<file path="config.mk">
export PLATFORM = sky130hd
export DESIGN_NAME = usb2_ep_router_flat
export DESIGN_NICKNAME = d
export VERILOG_FILES = /design/src/rtl/usb2_ep_router_pkg.sv /design/src/rtl/usb2_ep_router_if.sv /design/src/rtl/usb2_ep_router_ready_latch.sv /design/src/rtl/usb2_ep_router.sv /design/src/flat_wrapper.sv
export SDC_FILE = /design/constraint.sdc
export NUM_CORES = 1
export LEC_CHECK = 0
export CAP_MARGIN = 20
export CORE_AREA = 2 2 104 106
export CTS_CLUSTER_DIAMETER = 80
export DETAILED_ROUTE_END_ITERATION = 10
export DIE_AREA = 0 0 106 108
export GPL_ROUTABILITY_DRIVEN = 0
export PLACE_DENSITY_LB_ADDON = 0.08
export SYNTH_ARGS = -nofsm -noshare
export SYNTH_HDL_FRONTEND = slang
export SYNTH_HIERARCHICAL = 1
export SYNTH_SLANG_ARGS = --single-unit
</file>
<file path="constraint.sdc">
create_clock -name phy_clk -period 2.4 [get_ports phy_clk]
set_input_delay 0.36 -clock phy_clk [delete_from_list [all_inputs] [get_ports phy_clk]]
set_output_delay 0.36 -clock phy_clk [all_outputs]
set_load 0.05 [all_outputs]
</file>
<file path="src/rtl/usb2_ep_router_pkg.sv">
// usb2_ep_router_pkg: shared FSM encoding and sizing constants for the endpoint router
package usb2_ep_router_pkg;
  typedef enum logic [1:0] {IDLE, XFER_IN, XFER_OUT, DONE} state_t;
  localparam int EP_MAX = 16;
  localparam int BUF_AW_DEF = 9;
endpackage

</file>
<file path="src/rtl/usb2_ep_router_if.sv">
// usb2_ep_router_if: packet-layer transfer strobes and buffer ports facing the router
interface usb2_ep_router_if import usb2_ep_router_pkg::*; #(
  parameter int BUF_AW = BUF_AW_DEF
);
  logic              xfer_in;
  logic              xfer_out;
  logic [3:0]        xfer_endp;
  logic [3:0]        xfer_pid;
  logic              xfer_ready;
  logic [BUF_AW-1:0] buf_in_addr;
  logic [7:0]        buf_in_data;
  logic              buf_in_wren;
  logic [BUF_AW-1:0] buf_out_addr;
  logic [7:0]        buf_out_q;
  logic [9:0]        buf_out_len;
  modport master (
    output xfer_in, xfer_out, xfer_endp, xfer_pid, buf_in_addr, buf_in_data, buf_in_wren, buf_out_addr,
    input  xfer_ready, buf_out_q, buf_out_len
  );
  modport slave (
    input  xfer_in, xfer_out, xfer_endp, xfer_pid, buf_in_addr, buf_in_data, buf_in_wren, buf_out_addr,
    output xfer_ready, buf_out_q, buf_out_len
  );
endinterface

</file>
<file path="src/rtl/usb2_ep_router_ready_latch.sv">
// usb2_ep_ready_latch: per-endpoint ready edge latch with sticky missed-ready flag
module usb2_ep_ready_latch import usb2_ep_router_pkg::*; (
  input  logic phy_clk,
  input  logic reset_n,
  input  logic ready,
  input  logic clr,
  output logic latch,
  output logic missed
);
  logic ready_q, rise;
  assign rise = ready & ~ready_q;
  always_ff @(posedge phy_clk or negedge reset_n)
    if (!reset_n) begin
      ready_q <= 1'b0;
      latch   <= 1'b0;
      missed  <= 1'b0;
    end else begin
      ready_q <= ready;
      latch   <= rise | (latch & ~clr);
      missed  <= missed | (rise & latch);
    end
endmodule

</file>
<file path="src/rtl/usb2_ep_router.sv">
// usb2_ep_router: steers one packet-layer transfer at a time to the selected USB endpoint
module usb2_ep_router import usb2_ep_router_pkg::*; #(
  parameter int NUM_EP      = 4,
  parameter int BUF_AW      = BUF_AW_DEF,
  parameter int TIMEOUT_CYC = 4096
) (
  input  logic                     phy_clk,
  input  logic                     reset_n,
  usb2_ep_router_if.slave          bus,
  output logic [NUM_EP-1:0]        ep_xfer_in,
  output logic [NUM_EP-1:0]        ep_xfer_out,
  output logic [NUM_EP*4-1:0]      ep_xfer_pid,
  input  logic [NUM_EP-1:0]        ep_xfer_ready,
  output logic [NUM_EP*BUF_AW-1:0] ep_buf_in_addr,
  output logic [NUM_EP*8-1:0]      ep_buf_in_data,
  output logic [NUM_EP-1:0]        ep_buf_in_wren,
  output logic [NUM_EP*BUF_AW-1:0] ep_buf_out_addr,
  input  logic [NUM_EP*8-1:0]      ep_buf_out_q,
  input  logic [NUM_EP*10-1:0]     ep_buf_out_len,
  output logic                     err_bad_endp,
  output logic                     err_timeout,
  output logic [NUM_EP-1:0]        err_missed_ep_ready
);
  localparam int TW = TIMEOUT_CYC > 2 ? $clog2(TIMEOUT_CYC) : 1;
  state_t state, state_nx;
  logic in_q, out_q, in_rise, out_rise, start, busy, to_hit, endp_ok, sel_valid, dir_out;
  logic [$clog2(EP_MAX)-1:0] sel_ep;
  logic [TW-1:0] cnt;
  logic [NUM_EP-1:0] hit, latch, clr;
  assign in_rise  = bus.xfer_in & ~in_q;
  assign out_rise = bus.xfer_out & ~out_q;
  assign start    = state == IDLE && (in_rise || out_rise);
  assign busy     = state == XFER_IN || state == XFER_OUT;
  assign to_hit   = busy && cnt == TW'(TIMEOUT_CYC - 1);
  assign endp_ok  = 32'(bus.xfer_endp) < NUM_EP;
  always_comb begin
    state_nx = state;
    if (state == IDLE) state_nx = in_rise ? XFER_IN : out_rise ? XFER_OUT : IDLE;
    else if (state == DONE) state_nx = IDLE;
    else if (to_hit || (state == XFER_IN ? !bus.xfer_in : !bus.xfer_out)) state_nx = DONE;
  end
  // Edge registers reset high so a strobe held through reset must fall and rise again.
  always_ff @(posedge phy_clk or negedge reset_n)
    if (!reset_n) begin
      state        <= IDLE;
      in_q         <= 1'b1;
      out_q        <= 1'b1;
      sel_valid    <= 1'b0;
      sel_ep       <= '0;
      dir_out      <= 1'b0;
      cnt          <= '0;
      err_bad_endp <= 1'b0;
      err_timeout  <= 1'b0;
    end else begin
      state        <= state_nx;
      in_q         <= bus.xfer_in;
      out_q        <= bus.xfer_out;
      cnt          <= busy && state_nx != DONE ? cnt + 1'b1 : '0;
      err_bad_endp <= start && !endp_ok;
      err_timeout  <= err_timeout | to_hit;
      if (start) begin
        sel_valid <= endp_ok;
        sel_ep    <= bus.xfer_endp;
        dir_out   <= !in_rise;
      end else if (state_nx == DONE) sel_valid <= 1'b0;
    end
  for (genvar e = 0; e < NUM_EP; e++) begin : g_ep
    assign hit[e] = sel_valid && sel_ep == 4'(e);
    assign clr[e] = state == DONE && dir_out && sel_ep == 4'(e);
    assign ep_xfer_in[e]                    = hit[e] && state == XFER_IN && bus.xfer_in;
    assign ep_xfer_out[e]                   = hit[e] && state == XFER_OUT && bus.xfer_out;
    assign ep_xfer_pid[e*4 +: 4]            = hit[e] ? bus.xfer_pid : '0;
    assign ep_buf_in_addr[e*BUF_AW +: BUF_AW]  = hit[e] ? bus.buf_in_addr : '0;
    assign ep_buf_in_data[e*8 +: 8]         = hit[e] ? bus.buf_in_data : '0;
    assign ep_buf_in_wren[e]                = hit[e] && bus.buf_in_wren;
    assign ep_buf_out_addr[e*BUF_AW +: BUF_AW] = hit[e] ? bus.buf_out_addr : '0;
    usb2_ep_ready_latch u_latch (
      .phy_clk(phy_clk),
      .reset_n(reset_n),
      .ready(ep_xfer_ready[e]),
      .clr(clr[e]),
      .latch(latch[e]),
      .missed(err_missed_ep_ready[e])
    );
  end
  always_comb begin
    bus.buf_out_q   = '0;
    bus.buf_out_len = '0;
    bus.xfer_ready  = 1'b0;
    for (int i = 0; i < NUM_EP; i++)
      if (hit[i]) begin
        bus.buf_out_q   = ep_buf_out_q[i*8 +: 8];
        bus.buf_out_len = ep_buf_out_len[i*10 +: 10];
        bus.xfer_ready  = latch[i];
      end
  end
endmodule

</file>
<file path="src/flat_wrapper.sv">
// flat-port wrapper written by rule: the top's interface ports become plain ports
module usb2_ep_router_flat import usb2_ep_router_pkg::*;
#(
  parameter int NUM_EP      = 4,
  parameter int BUF_AW      = BUF_AW_DEF,
  parameter int TIMEOUT_CYC = 4096
)
  (phy_clk, reset_n, ep_xfer_in, ep_xfer_out, ep_xfer_pid, ep_xfer_ready, ep_buf_in_addr, ep_buf_in_data, ep_buf_in_wren, ep_buf_out_addr, ep_buf_out_q, ep_buf_out_len, err_bad_endp, err_timeout, err_missed_ep_ready, bus_xfer_in, bus_xfer_out, bus_xfer_endp, bus_xfer_pid, bus_buf_in_addr, bus_buf_in_data, bus_buf_in_wren, bus_buf_out_addr, bus_xfer_ready, bus_buf_out_q, bus_buf_out_len);
  usb2_ep_router_if #(.BUF_AW(BUF_AW)) bus_i ();
  input  logic phy_clk;
  input  logic reset_n;
  output logic [NUM_EP-1:0] ep_xfer_in;
  output logic [NUM_EP-1:0] ep_xfer_out;
  output logic [NUM_EP*4-1:0] ep_xfer_pid;
  input  logic [NUM_EP-1:0] ep_xfer_ready;
  output logic [NUM_EP*BUF_AW-1:0] ep_buf_in_addr;
  output logic [NUM_EP*8-1:0] ep_buf_in_data;
  output logic [NUM_EP-1:0] ep_buf_in_wren;
  output logic [NUM_EP*BUF_AW-1:0] ep_buf_out_addr;
  input  logic [NUM_EP*8-1:0] ep_buf_out_q;
  input  logic [NUM_EP*10-1:0] ep_buf_out_len;
  output logic err_bad_endp;
  output logic err_timeout;
  output logic [NUM_EP-1:0] err_missed_ep_ready;
  input wire logic [$bits(bus_i.xfer_in)-1:0] bus_xfer_in;
  input wire logic [$bits(bus_i.xfer_out)-1:0] bus_xfer_out;
  input wire logic [$bits(bus_i.xfer_endp)-1:0] bus_xfer_endp;
  input wire logic [$bits(bus_i.xfer_pid)-1:0] bus_xfer_pid;
  input wire logic [$bits(bus_i.buf_in_addr)-1:0] bus_buf_in_addr;
  input wire logic [$bits(bus_i.buf_in_data)-1:0] bus_buf_in_data;
  input wire logic [$bits(bus_i.buf_in_wren)-1:0] bus_buf_in_wren;
  input wire logic [$bits(bus_i.buf_out_addr)-1:0] bus_buf_out_addr;
  output wire logic [$bits(bus_i.xfer_ready)-1:0] bus_xfer_ready;
  output wire logic [$bits(bus_i.buf_out_q)-1:0] bus_buf_out_q;
  output wire logic [$bits(bus_i.buf_out_len)-1:0] bus_buf_out_len;
  assign bus_i.xfer_in = bus_xfer_in;
  assign bus_i.xfer_out = bus_xfer_out;
  assign bus_i.xfer_endp = bus_xfer_endp;
  assign bus_i.xfer_pid = bus_xfer_pid;
  assign bus_i.buf_in_addr = bus_buf_in_addr;
  assign bus_i.buf_in_data = bus_buf_in_data;
  assign bus_i.buf_in_wren = bus_buf_in_wren;
  assign bus_i.buf_out_addr = bus_buf_out_addr;
  assign bus_xfer_ready = bus_i.xfer_ready;
  assign bus_buf_out_q = bus_i.buf_out_q;
  assign bus_buf_out_len = bus_i.buf_out_len;
  usb2_ep_router #(.NUM_EP(NUM_EP), .BUF_AW(BUF_AW), .TIMEOUT_CYC(TIMEOUT_CYC)) u_core (.phy_clk(phy_clk), .reset_n(reset_n), .bus(bus_i), .ep_xfer_in(ep_xfer_in), .ep_xfer_out(ep_xfer_out), .ep_xfer_pid(ep_xfer_pid), .ep_xfer_ready(ep_xfer_ready), .ep_buf_in_addr(ep_buf_in_addr), .ep_buf_in_data(ep_buf_in_data), .ep_buf_in_wren(ep_buf_in_wren), .ep_buf_out_addr(ep_buf_out_addr), .ep_buf_out_q(ep_buf_out_q), .ep_buf_out_len(ep_buf_out_len), .err_bad_endp(err_bad_endp), .err_timeout(err_timeout), .err_missed_ep_ready(err_missed_ep_ready));
endmodule
</file>
==> metrics.md <==
| Metric | Value |
|---|---|
| Reg-to-reg slack, setup | `approximately 0.22 ns` |
| Worst setup path startpoint | `u_core/sel_ep[0]` |
| End point of the critical path | `bus_buf_out_len[0]` |
| Post-synth ARST share | `between 90% and 100%` |
| Inserted Diodes | `0` |
| Max-cap violations | `0` |
| Number of enable flip-flop cells after synthesis | `0` |
| First-pass GRT wire length | `approximately 22000 um` |
| Required @ worst endpoint | `about 2.0 ns` |
| Xor/xnor cell area share of the yosys netlist | `2.86%` |
| Area of the core | `a little over 10000 sq um` |
| Setup violators final | `0` |
| Adder-cell share of the synthesized area | `~2.0%` |
| Antenna violations before repair | `0` |
| Final min period | `roughly 2.3 ns` |
| CTS tree | `built` |
| Critical path launch point type | `register` |
| # hold bufs at CTS | `0` |
| Hold Crit Depth | `1` |
| Die X | `106 um` |
| Pre-antenna DRT Iters | `6` |
| Worst IR Drop VDD | `0.000321 V` |
| Max Slew Vio Count | `0` |
| Synthesized area per cell | `between 8 and 9 sq um` |
| Routed vias | `about 3600` |
| DR vias/cell | `roughly 4.8` |
| Final non-filler cell area | `~7300 sq um` |
| CTS H-tree lvls | `2` |
| Clock Latency Late Sink | `about 0.29 ns` |
| Clock skew | `~0.0059 ns` |
| Worst Max-Slew Pin Slew | `roughly 0.65 ns` |
| Initial core utilization | `between 20% and 30%` |
| Initial drt markers | `approximately 150` |
| Reg clk slew, reported paths | `0.07 ns` |
| Setup TNS Final | `0 ns` |
| Clk buf depth | `2` |
| Largest net degree at the start of global routing | `37` |
| Flops & latches, synth | `36` |
| DP Wirelength | `11800 um` |
| RSZ-0062 raised after global routing | `no` |
| Netlist Area Pre-Place | `just over 3000 sq um` |
| Simple-Gate Fraction of Synth Area | `between 30% and 40%` |
| CP endpoint kind | `output port` |
| P&R area growth vs syn | `140%` |
| CTS Buf Count | `5` |
| Synth Net Count | `460` |
| Max Clk Rate | `about 0.44 GHz` |
| Final WL | `roughly 14000 um` |
| Reg-to-reg startpoint | `u_core/state[0]` |
| Drt wl/cell | `roughly 19 um` |
| Unique masters post-synth | `38` |
| Max-slew headroom | `56.3%` |
| Path type of the worst setup path | `register to output port` |
| DP Area | `just over 7000 sq um` |
| Post-route ant nets | `0` |
| CP arrival | `1.92 ns` |
| DRC | `0` |
| Io pins | `roughly 270` |
| Post-CTS Setup Inserts | `0` |
| CTS root buf | `clkbuf_8` |
| Fin crit share | `between 90 and 100%` |
| Min-delay worst type | `register to register` |
| DIE AREA | `approximately 11000 sq um` |
| Layout filler cell count | `between 700 and 800` |
| Synth warn | `6` |
| Nets | `about 730` |
| CP Max Fanout | `20` |
| # resized after CTS | `0` |
| Top cell type's share of synthesized area | `approximately 28%` |
| Number of global-route vias before repair | `~3900` |
| Share of cells above drive strength 1 | `34.2%` |
| PwrDens | `between 400 and 500 nW/um^2` |
| Fraction of the mapped netlist area in compound gates | `under 10%` |
| FF-to-FF End | `u_core/cnt[2]` |
| Cell taking the most area after synthesis | `dfrtp_1` |
| Sequential area share after synthesis | `approximately 30%` |
| Status | `completed` |
| Synth Flop Type | `dfrtp_1` |
| Die height | `around 110 um` |
| PortBufs | `around 270` |
| Grt total ovfl | `0` |
| Mux cell area share after synthesis | `between 10% and 20%` |
| Largest family of logic cells by synthesized area | `simple AND/OR/NAND/NOR gates` |
| P_leak | `around 3.2 nW` |
| # clock sinks | `36` |
| R2R depth | `7` |
| Largest cells by area after synthesis | `dfrtp_1 (28%), and2_1 (25%), mux4_2 (14%)` |
| Synth Instances | `between 300 and 400` |
| Fin. Hold Viols | `0` |
| Row cnt | `37` |
| Global Route Usage Sum | `between 20% and 30%` |
-- sequential cells by signal (all words and copies together), names as in the netlist, 2 cells and up --
register and cells:
u_core/g_ep.u_latch/missed 4, u_core/state 2, u_core/cnt 12, u_core/g_ep.u_latch/latch 4, u_core/g_ep.u_latch/ready_q 4, u_core/sel_ep 4
-- metrics by stage --
stage | setup WS (ns) | utilization [%] | hold slack (ns) | cells | total power, mW
5_1_grt | 0.0270 | 71.6 | 0.475 | 742 | 3.67
6_report | 0.124 | 71.6 | 0.458 | 742 | 3.47
4_1_cts | 0.0837 | 71.6 | 0.459 | 742 | 3.50
3_3_place_gp | 0.272 | 70.8 | 0.447 | 734 | 3.01
2_1_floorplan | 0.298 | - | 0.0644 | 340 | 2.19
3_5_place_dp | 0.109 | 70.8 | 0.449 | 734 | 3.07
-- kinds of logic after synthesis --
group	count (synthesis)
simple gates	206
fa+ha+maj	5
mux	24
xor+xnor	10
buf+inv	43
flops	36
compound gates	16
-- routing by layer --
metal | part of all wire (%) | global-route usage [%] | up-vias
met3 | 11 | 10.2 | 38
met1 | 35 | 25.3 | 1671
li1 | - | - | 1663
met2 | 49 | 44.1 | 205
met5 | 0 | 0 | -
met4 | 5.1 | 12.0 | 0
-- cells in the mapped netlist, types with 2 or more instances --
master	number
mux4_2	19
mux2_2	4
nand2b_1	2
inv_1	20
clkbuf_1	18
nor2_1	25
nand3_1	5
dfrtp_1	34
o22ai_1	4
buf_2	4
xor2_1	4
nor3_1	4
dfstp_2	2
nand2_1	7
ha_1	5
and3_1	29
and2_1	124
o31ai_2	4
nand4_1	2
xnor2_1	6
-- critical path: stages (launching register included) --
cell and delay [ns]:
dfrtp_1 0.48, buf_12 0.23, mux4_2 0.53, and3_1 0.20, buf_4 0.18
-- area by class of cell --
cell class	instances	area (sq um)	share of cell area, %
clock buffers	5	68.8	0.939
clock inverters	3	18.8	0.256
inverters	20	75.1	1.02
multi-input cells	261	1990	27.2
flip-flops and latches	36	903	12.3
well taps	136	170	2.32
repair buffers	281	4100	55.9
-- worst min-delay path by stage --
stage / from / to
3_5_place_dp: u_core/g_ep[0].u_latch/ready_q / u_core/g_ep[0].u_latch/missed
6_report: u_core/g_ep[0].u_latch/ready_q / u_core/g_ep[0].u_latch/missed
5_1_grt: u_core/g_ep[0].u_latch/ready_q / u_core/g_ep[0].u_latch/missed
2_1_floorplan: reset_n / u_core/cnt[0]
3_3_place_gp: u_core/g_ep[1].u_latch/ready_q / u_core/g_ep[1].u_latch/missed
4_1_cts: u_core/g_ep[0].u_latch/ready_q / u_core/g_ep[0].u_latch/missed
-- power breakdown --
group	total, mW	switching (mW)	leakage [nW]	internal [mW]
sequential	0.812	0.0995	0.428	0.712
clock	0.421	0.219	0.0479	0.202
combinational	2.24	1.18	2.70	1.06
total	3.47	1.50	3.17	1.97
-- layout by cell type, fill, tap and decap left out, types with 2 or more instances in the layout --
master,count
mux4_2,19
o31ai_2,4
clkbuf_8,5
and3_1,29
nand3_1,5
nand2b_1,2
nand4_1,2
nor3_1,3
ha_1,5
mux2_2,4
dfrtp_1,34
nor2_2,3
o22ai_1,4
nand2_1,7
and2_1,124
inv_1,20
xor2_1,4
xnor2_1,6
clkinv_2,2
nor2_1,22
clkdlybuf4s50_1,120
buf_4,26
buf_12,135
dfstp_2,2
Power figures use the tool's default switching activity.
